<file path="config.mk">
export PLATFORM = sky130hd
export DESIGN_NAME = serial_adder
export DESIGN_NICKNAME = d
export VERILOG_FILES = /design/src/rtl/serial_adder_pkg.sv /design/src/rtl/sa_bit_cell.sv /design/src/rtl/serial_adder.sv
export SDC_FILE = /design/constraint.sdc
export NUM_CORES = 1
export LEC_CHECK = 0
export ABC_AREA = 0
export CORE_UTILIZATION = 54
export CTS_BUF_LIST = sky130_fd_sc_hd__clkbuf_8
export DETAILED_ROUTE_END_ITERATION = 10
export PLACE_DENSITY_LB_ADDON = 0.2
export SLEW_MARGIN = 20
export SYNTH_ARGS = -nofsm -noshare
export SYNTH_HDL_FRONTEND = slang
export SYNTH_SLANG_ARGS = --single-unit
</file>
<file path="constraint.sdc">
create_clock -name clk -period 1.5 [get_ports clk]
set_input_delay 0.3 -clock clk [delete_from_list [all_inputs] [get_ports clk]]
set_output_delay 0.3 -clock clk [all_outputs]
set_load 0.01 [all_outputs]
</file>
<file path="src/rtl/serial_adder_pkg.sv">
// Shared types and limits for the bit-serial adder.
package serial_adder_pkg;

  typedef enum logic [1:0] {
    SA_IDLE  = 2'd0,
    SA_SHIFT = 2'd1,
    SA_DONE  = 2'd2
  } sa_state_t;

  localparam int SA_MAX_W = 32;

endpackage

</file>
<file path="src/rtl/sa_bit_cell.sv">
// Combinational 1-bit sum/carry cell; the datapath that the serial adder
// steps over time, one bit position per clock.
module sa_bit_cell (
  input  logic x,
  input  logic y,
  input  logic ci,
  output logic s,
  output logic co
);

  assign s  = x ^ y ^ ci;
  assign co = (x & y) | (x & ci) | (y & ci);

endmodule

</file>
<file path="src/rtl/serial_adder.sv">
// Bit-serial W-bit adder: one bit per clock, done pulses W+1 cycles after an
// accepted start; sum/cout hold until the next completion.
module serial_adder #(
  parameter int W = 8
) (
  input  logic         clk,
  input  logic         reset,
  input  logic         start,
  input  logic [W-1:0] a,
  input  logic [W-1:0] b,
  input  logic         cin,
  output logic         busy,
  output logic         done,
  output logic [W-1:0] sum,
  output logic         cout
);
  import serial_adder_pkg::*;

  localparam int            CW   = $clog2(W) + 1;
  localparam logic [CW-1:0] LAST = CW'(W - 1);

  sa_state_t     r_state;
  logic [W-1:0]  r_ra;
  logic [W-1:0]  r_rb;
  logic          r_carry;
  logic [CW-1:0] r_cnt;
  logic          r_busy;
  logic          r_done;
  logic [W-1:0]  r_sum;
  logic          r_cout;

  logic          w_s;
  logic          w_c;
  logic [W-1:0]  w_sum_next;

  sa_bit_cell u_cell (
    .x  (r_ra[0]),
    .y  (r_rb[0]),
    .ci (r_carry),
    .s  (w_s),
    .co (w_c)
  );

  // The accumulator only needs W-1 bits: the final bit goes straight to sum.
  generate
    if (W == 1) begin : g_w1
      assign w_sum_next = w_s;
    end else begin : g_wn
      logic [W-2:0] r_acc;

      assign w_sum_next = {w_s, r_acc};

      always_ff @(posedge clk or posedge reset) begin
        if (reset) begin
          r_acc <= '0;
        end else if (r_state == SA_SHIFT) begin
          r_acc <= w_sum_next[W-1:1];
        end
      end
    end
  endgenerate

  always_ff @(posedge clk or posedge reset) begin
    if (reset) begin
      r_state <= SA_IDLE;
      r_ra    <= '0;
      r_rb    <= '0;
      r_carry <= 1'b0;
      r_cnt   <= '0;
      r_busy  <= 1'b0;
      r_done  <= 1'b0;
      r_sum   <= '0;
      r_cout  <= 1'b0;
    end else begin
      case (r_state)
        SA_IDLE, SA_DONE: begin
          r_done <= 1'b0;
          if (start) begin
            r_ra    <= a;
            r_rb    <= b;
            r_carry <= cin;
            r_cnt   <= '0;
            r_busy  <= 1'b1;
            r_state <= SA_SHIFT;
          end else begin
            r_state <= SA_IDLE;
          end
        end
        SA_SHIFT: begin
          r_ra    <= r_ra >> 1;
          r_rb    <= r_rb >> 1;
          r_carry <= w_c;
          // Counter parks at LAST so it never wraps; reload happens on start.
          if (r_cnt == LAST) begin
            r_sum   <= w_sum_next;
            r_cout  <= w_c;
            r_busy  <= 1'b0;
            r_done  <= 1'b1;
            r_state <= SA_DONE;
          end else begin
            r_cnt <= r_cnt + CW'(1);
          end
        end
        default: begin
          r_state <= SA_IDLE;
          r_busy  <= 1'b0;
          r_done  <= 1'b0;
        end
      endcase
    end
  end

  assign busy = r_busy;
  assign done = r_done;
  assign sum  = r_sum;
  assign cout = r_cout;

endmodule

</file>
==> impl_metrics.yaml, run 1 <==
detailed_routing:
  post_drt_wl_per_cell_um: 13.4
  num_vias: 1319
  antenna_left: 0
  vias_per_cell: 5.21
  dr.pass1.iters: 4
  dr.first_iter.drc_count: 63
  drc_errors: 0
  wirelength_mm: 3.39
yosys:
  synth_edf_count: 0
  netlist_area_um2: 1740
  synth_seq_cells: 40
  synthTopCellsByArea: "dfrtp_1 57%, nand2_1 12%, mux2_2 5.8%, a31oi_1 5.4%, nor2_1 3.7%"
  ys_async_sr_fraction_pct: 100
  avgSynthCellArea_um2: 10.4
  yosysTopAreaCellShare_pct: 57.4
  synthMostInstantiatedCell: "nand2_1"
  synth_nets: 190
  synth_ff_type: "dfrtp_1"
  synth_common_cells: "56 x nand2_1, 40 x dfrtp_1, 17 x nor2_1, 15 x a31oi_1, 9 x mux2_2"
  synth_cell_type_count: 25
  yosys_warnings: 0
  synth_area_leader_cell: "dfrtp_1"
  synthCells: 168
  yosysSeqAreaShare_pct: 57.4
sta:
  period_share_pct: 97.9
  clock.fmax_mhz: 681
  rsz0062_at_grt: "false"
  drv_slew: 0
  fin_skew_ns: 0.00762
  finalHoldViolCount: 0
  fin_crit_ns: 1.47
  tightest_slew_ns: 0.354
  setup_viol: 0
  setup_ws_ns: 0.0310
  slew_headroom_pct: 76.4
clocking:
  root_buffer: "clkbuf_8"
  cts_max_level: 2
  clk_latency_ns: 0.29
  cts_made_buffers: 5
  cts_tree: "yes"
  path_clk_slew_ns: 0.07
  cts.path.max_buffers: 2
  clock-sinks: 40
flow_run:
  maxCapViolations: 0
place:
  dp_hpwl_mm: 2.24
  pre_cts_ws_ns: -0.0734
  port_buffers: 30
  routabilityCongestion: 0.746
  dp_cells: 243
global_route:
  grt_use_met2_pct: 38.3
  grt_pass1_wl_mm: 5.52
  track_usage_pct: 21.9
  antenna_found_initial: 0
  top_usage_layer: "met2"
  grt_max_degree: 41
  gr-total-overflow: 0
  use_met1_pct: 25.1
  grt_use_met3_pct: 6.59
  grt_pass1_vias: 1292
power_and_ir_drop:
  cellPowerDensity_nw_per_um2: 2020
  p_leak_nw: 1.16
  power_mw: 4.57
  p_clk_share_pct: 15.4
  sw_frac_of_total_pct: 36.8
  power_frac_seq_pct: 42.0
  ir_drop_uv: 987
  combPwrFrac_pct: 42.6
  internal-power_mw: 2.89
  net-switching-power_mw: 1.68
layout:
  diodes: 0
  fillers: 224
  fin_cells: 253
  drive_above_1_share_pct: 15.3
  syn_to_final_growth_pct: 29.9
  fin_nets: 230
critical_path:
  cp_top_family: "buffers and inverters"
  crit_required_ns: 1.20
  crit_fanout: 2
  critPathSlowestCell: "clkdlybuf4s50_1"
  path_class: "register to output port"
  cp_cell_sequence: "clkdlybuf4s50_1"
  critPathCaptureType: "output port"
  start_kind: "register"
  rrSetupSlack_ns: 0.05
  path_buf_inv: 1
  critical_path.max_stage_delay_ns: 0.54
  worst_ep_arrival_time_ns: 1.17
floorplanning:
  core-area_um2: 3050
  io_pins: 31
  dieArea_um2: 3460
  rows: 20
  start_util_pct: 57.1
  die_h_um: 58.8
  die_w_um: 58.8
outcome:
  outcome: "completed"
hold_path:
  hp-class: "primary input to async pin"
## worst min-delay path, delay by kind of cell
family	cells	cell delay, ns
buf+inv	3	0.72
## state kept, by name, indices dropped and copies added, names as in the netlist
name	count
r_ra	8
r_rb	8
sum	8
g_wn.r_acc	7
r_cnt	4
r_state	2
busy	1
cout	1
r_carry	1
## cell type report
type	instances	area, µm²	share of cell area [%]
Sequential cell	40	1000	44.2
Multi-Input combinational cell	117	686	30.3
Timing Repair Buffer	41	423	18.7
Clock buffer	6	82.6	3.64
Tap cell	44	55.1	2.43
Inverter	3	11.3	0.497
Clock inverter	2	7.51	0.331
## placed cells by master (no fill, tap or decap), types with 2 or more instances in the layout
| cell | instances |
|---|---|
| a22o_1 | 2 |
| a31oi_1 | 15 |
| buf_12 | 2 |
| buf_4 | 9 |
| clkbuf_8 | 6 |
| clkdlybuf4s50_1 | 21 |
| dfrtp_1 | 40 |
| dlygate4sd2_1 | 2 |
| dlymetal6s2s_1 | 7 |
| inv_1 | 5 |
| mux2_2 | 9 |
| mux2i_1 | 3 |
| nand2_1 | 56 |
| nor2_1 | 17 |
## metrics by stage
stage	instance area, µm²	hold slack (ns)	util, %	setup TNS (ns)
6_report	2270	0.358	74.2	0
5_1_grt	2270	0.389	74.2	0
4_1_cts	2220	0.373	72.7	0
3_5_place_dp	2130	0.468	69.8	-0.748
3_3_place_gp	2130	0.455	69.8	-0.327
2_1_floorplan	1740	0.440	-	0
## power groups by stage
stage,registers [mW],clock network [mW],logic [mW]
2_1_floorplan,1.91,0,1.30
3_3_place_gp,1.89,0,1.83
3_5_place_dp,1.93,0,1.90
4_1_cts,1.91,0.723,1.91
5_1_grt,1.98,0.762,2.19
6_report,1.92,0.702,1.95
## per-layer routing
layer / wire length, µm / up-vias
met4: 52 / 0
met1: 1510 / 637
met5: 0 / -
met3: 157 / 8
met2: 1670 / 39
li1: - / 635
## what timing repair did
action	4_1_cts	5_1_grt
hold buffers	0	0
gates resized for setup	3	8
gates cloned	0	1
setup endpoints to repair	11	13
pin swaps	0	2
buffers inserted	0	1
## path summary, 6_finish.rpt
kind                               startpoint            end  cells after the start
worst min register to register  g_wn.r_acc[0]  g_wn.r_acc[0]                      2
max in group asynchronous               reset        r_rb[7]                      3
worst max register to register       r_cnt[0]         sum[3]                      4
worst min-delay path                    reset        r_rb[1]                      3
worst max-delay path                   sum[2]         sum[2]                      1
min in group clk                g_wn.r_acc[0]  g_wn.r_acc[0]                      2
## cells by family after synthesis
| kind of cell | after synthesis | synth area share, % |
|---|---|---|
| fa+ha+maj | 2 | 1.87 |
| mux | 12 | 7.53 |
| simple gates | 81 | 20.4 |
| flops | 40 | 57.4 |
| buf+inv | 12 | 4.66 |
| compound gates | 21 | 8.11 |
No activity file was read; power rests on OpenSTA's default activity.
==> inputs of run 2 (changes only) <==
--- a/config.mk
+++ b/config.mk
@@ -10,6 +10,7 @@
 export CTS_BUF_LIST = sky130_fd_sc_hd__clkbuf_8
 export DETAILED_ROUTE_END_ITERATION = 10
 export PLACE_DENSITY_LB_ADDON = 0.2
+export RECOVER_POWER = 100
 export SLEW_MARGIN = 20
 export SYNTH_ARGS = -nofsm -noshare
 export SYNTH_HDL_FRONTEND = slang
==> impl_metrics.yaml, run 2 (same netlist as run 1, synthesis figures left out) <==
outcome:
  outcome: "completed"
detailed_routing:
  dr.pass1.iters: 4
  drc_errors: 0
  post_drt_wl_per_cell_um: 13.6
  wirelength_mm: 3.43
  antenna_left: 0
  vias_per_cell: 5.19
  num_vias: 1313
  dr.first_iter.drc_count: 78
layout:
  design_area_um2: 2230
  final_common_cell: "nand2_1"
  post-route-util_pct: 73.2
  drive_above_1_share_pct: 15.3
  layout_common_cells: "56 x nand2_1, 40 x dfrtp_1, 20 x clkdlybuf4s50_1, 17 x nor2_1, 15 x a31oi_1"
  fillers: 233
  fin_cells: 253
  diodes: 0
  fin_nets: 230
  syn_to_final_growth_pct: 28.0
sta:
  slew_headroom_pct: 35.1
  setup_viol: 0
  fin_skew_ns: 0.00742
  setup_ws_ns: 0.0302
  drv_slew: 0
  period_share_pct: 98.0
  timing.setup.tns_ns: 0
  fin_crit_ns: 1.47
  finalHoldViolCount: 0
  clock.fmax_mhz: 680
  tightest_slew_ns: 0.974
  holdWs_ns: 0.489
  rsz0062_at_grt: "false"
clocking:
  clk_latency_ns: 0.29
  clock-sinks: 40
  cts_made_buffers: 5
  cts_max_level: 2
  cts.path.max_buffers: 2
  root_buffer: "clkbuf_8"
  path_clk_slew_ns: 0.07
  cts_tree: "yes"
global_route:
  antenna_found_initial: 0
  grt_max_degree: 41
  track_usage_pct: 21.9
  gr-total-overflow: 0
  grt_pass1_vias: 1292
  grt_pass1_wl_mm: 5.52
critical_path:
  worst_ep_arrival_time_ns: 1.17
  critPathSlowestCell: "clkdlybuf4s50_1"
  crit_fanout: 2
  r2r-end: "sum[3]"
  path_buf_inv: 1
  critPathCaptureType: "output port"
  cp_cell_sequence: "clkdlybuf4s50_1"
  crit_required_ns: 1.20
  critical_path.max_stage_delay_ns: 0.54
  cp_top_family: "buffers and inverters"
  worstRegToRegCells: 4
  r2r_start: "r_cnt[0]"
  path_class: "register to output port"
  start_kind: "register"
  rrSetupSlack_ns: 0.05
place:
  port_buffers: 30
  place_area_um2: 2130
  routabilityCongestion: 0.746
  pre_cts_ws_ns: -0.0734
  dp_hpwl_mm: 2.24
  dp_cells: 243
hold_path:
  holdCritStartpoint: "g_wn.r_acc[0]"
  min_to: "g_wn.r_acc[0]"
  worstHoldPathCells: 2
  hp-class: "register to register"
floorplanning:
  dieArea_um2: 3460
  die_h_um: 58.8
  io_pins: 31
  core-area_um2: 3050
  die_w_um: 58.8
  start_util_pct: 57.1
  rows: 20
flow_run:
  maxCapViolations: 0
power_and_ir_drop:
  ir_drop_uv: 988
  p_leak_nw: 1.07
  power_mw: 4.56
  cellPowerDensity_nw_per_um2: 2040
-- run 2: layout make-up --
class / count / area [µm²] / share of cell area (%)
Multi-Input combinational cell: 117 / 686 / 30.7
Timing Repair Buffer: 41 / 390 / 17.5
Clock buffer: 6 / 82.6 / 3.70
Clock inverter: 2 / 7.51 / 0.336
Tap cell: 44 / 55.1 / 2.46
Inverter: 3 / 11.3 / 0.504
Sequential cell: 40 / 1000 / 44.8
-- run 2: layer usage --
metal  part of all wire (%)  track usage, %  vias up
met4                    1.5            8.50        0
met5                      0               0        -
li1                       -               -      633
met3                    4.7            6.59        8
met1                     45            25.1      635
met2                     49            38.3       37
-- run 2: how the worst max path moves through the flow --
stage | endpoint | slack (ns) | depth (start not counted) | from
finish | sum[2] | 0.03 | 1 | sum[2]
global route | sum[2] | 0.004 | 1 | sum[2]
CTS | cout | 0.009 | 1 | cout
detailed placement | r_ra[6] | -0.07 | 6 | start
global placement | r_ra[2] | -0.03 | 6 | start
floorplan | cout | 0.15 | 4 | r_cnt[0]
-- run 2: where the power goes --
part | switching (mW) | total, mW | internal, mW
sequential | 0.342 | 1.93 | 1.58
combinational | 1.01 | 1.93 | 0.926
clock | 0.342 | 0.703 | 0.361
total | 1.69 | 4.56 | 2.87
-- run 2: timing repair --
item	CTS	global route
gates resized for setup	3	8
pin swaps	0	2
hold endpoints to repair	0	0
cloned	0	1
setup buffers	0	1
endpoints found under the setup margin	11	13
hold buffers	0	0
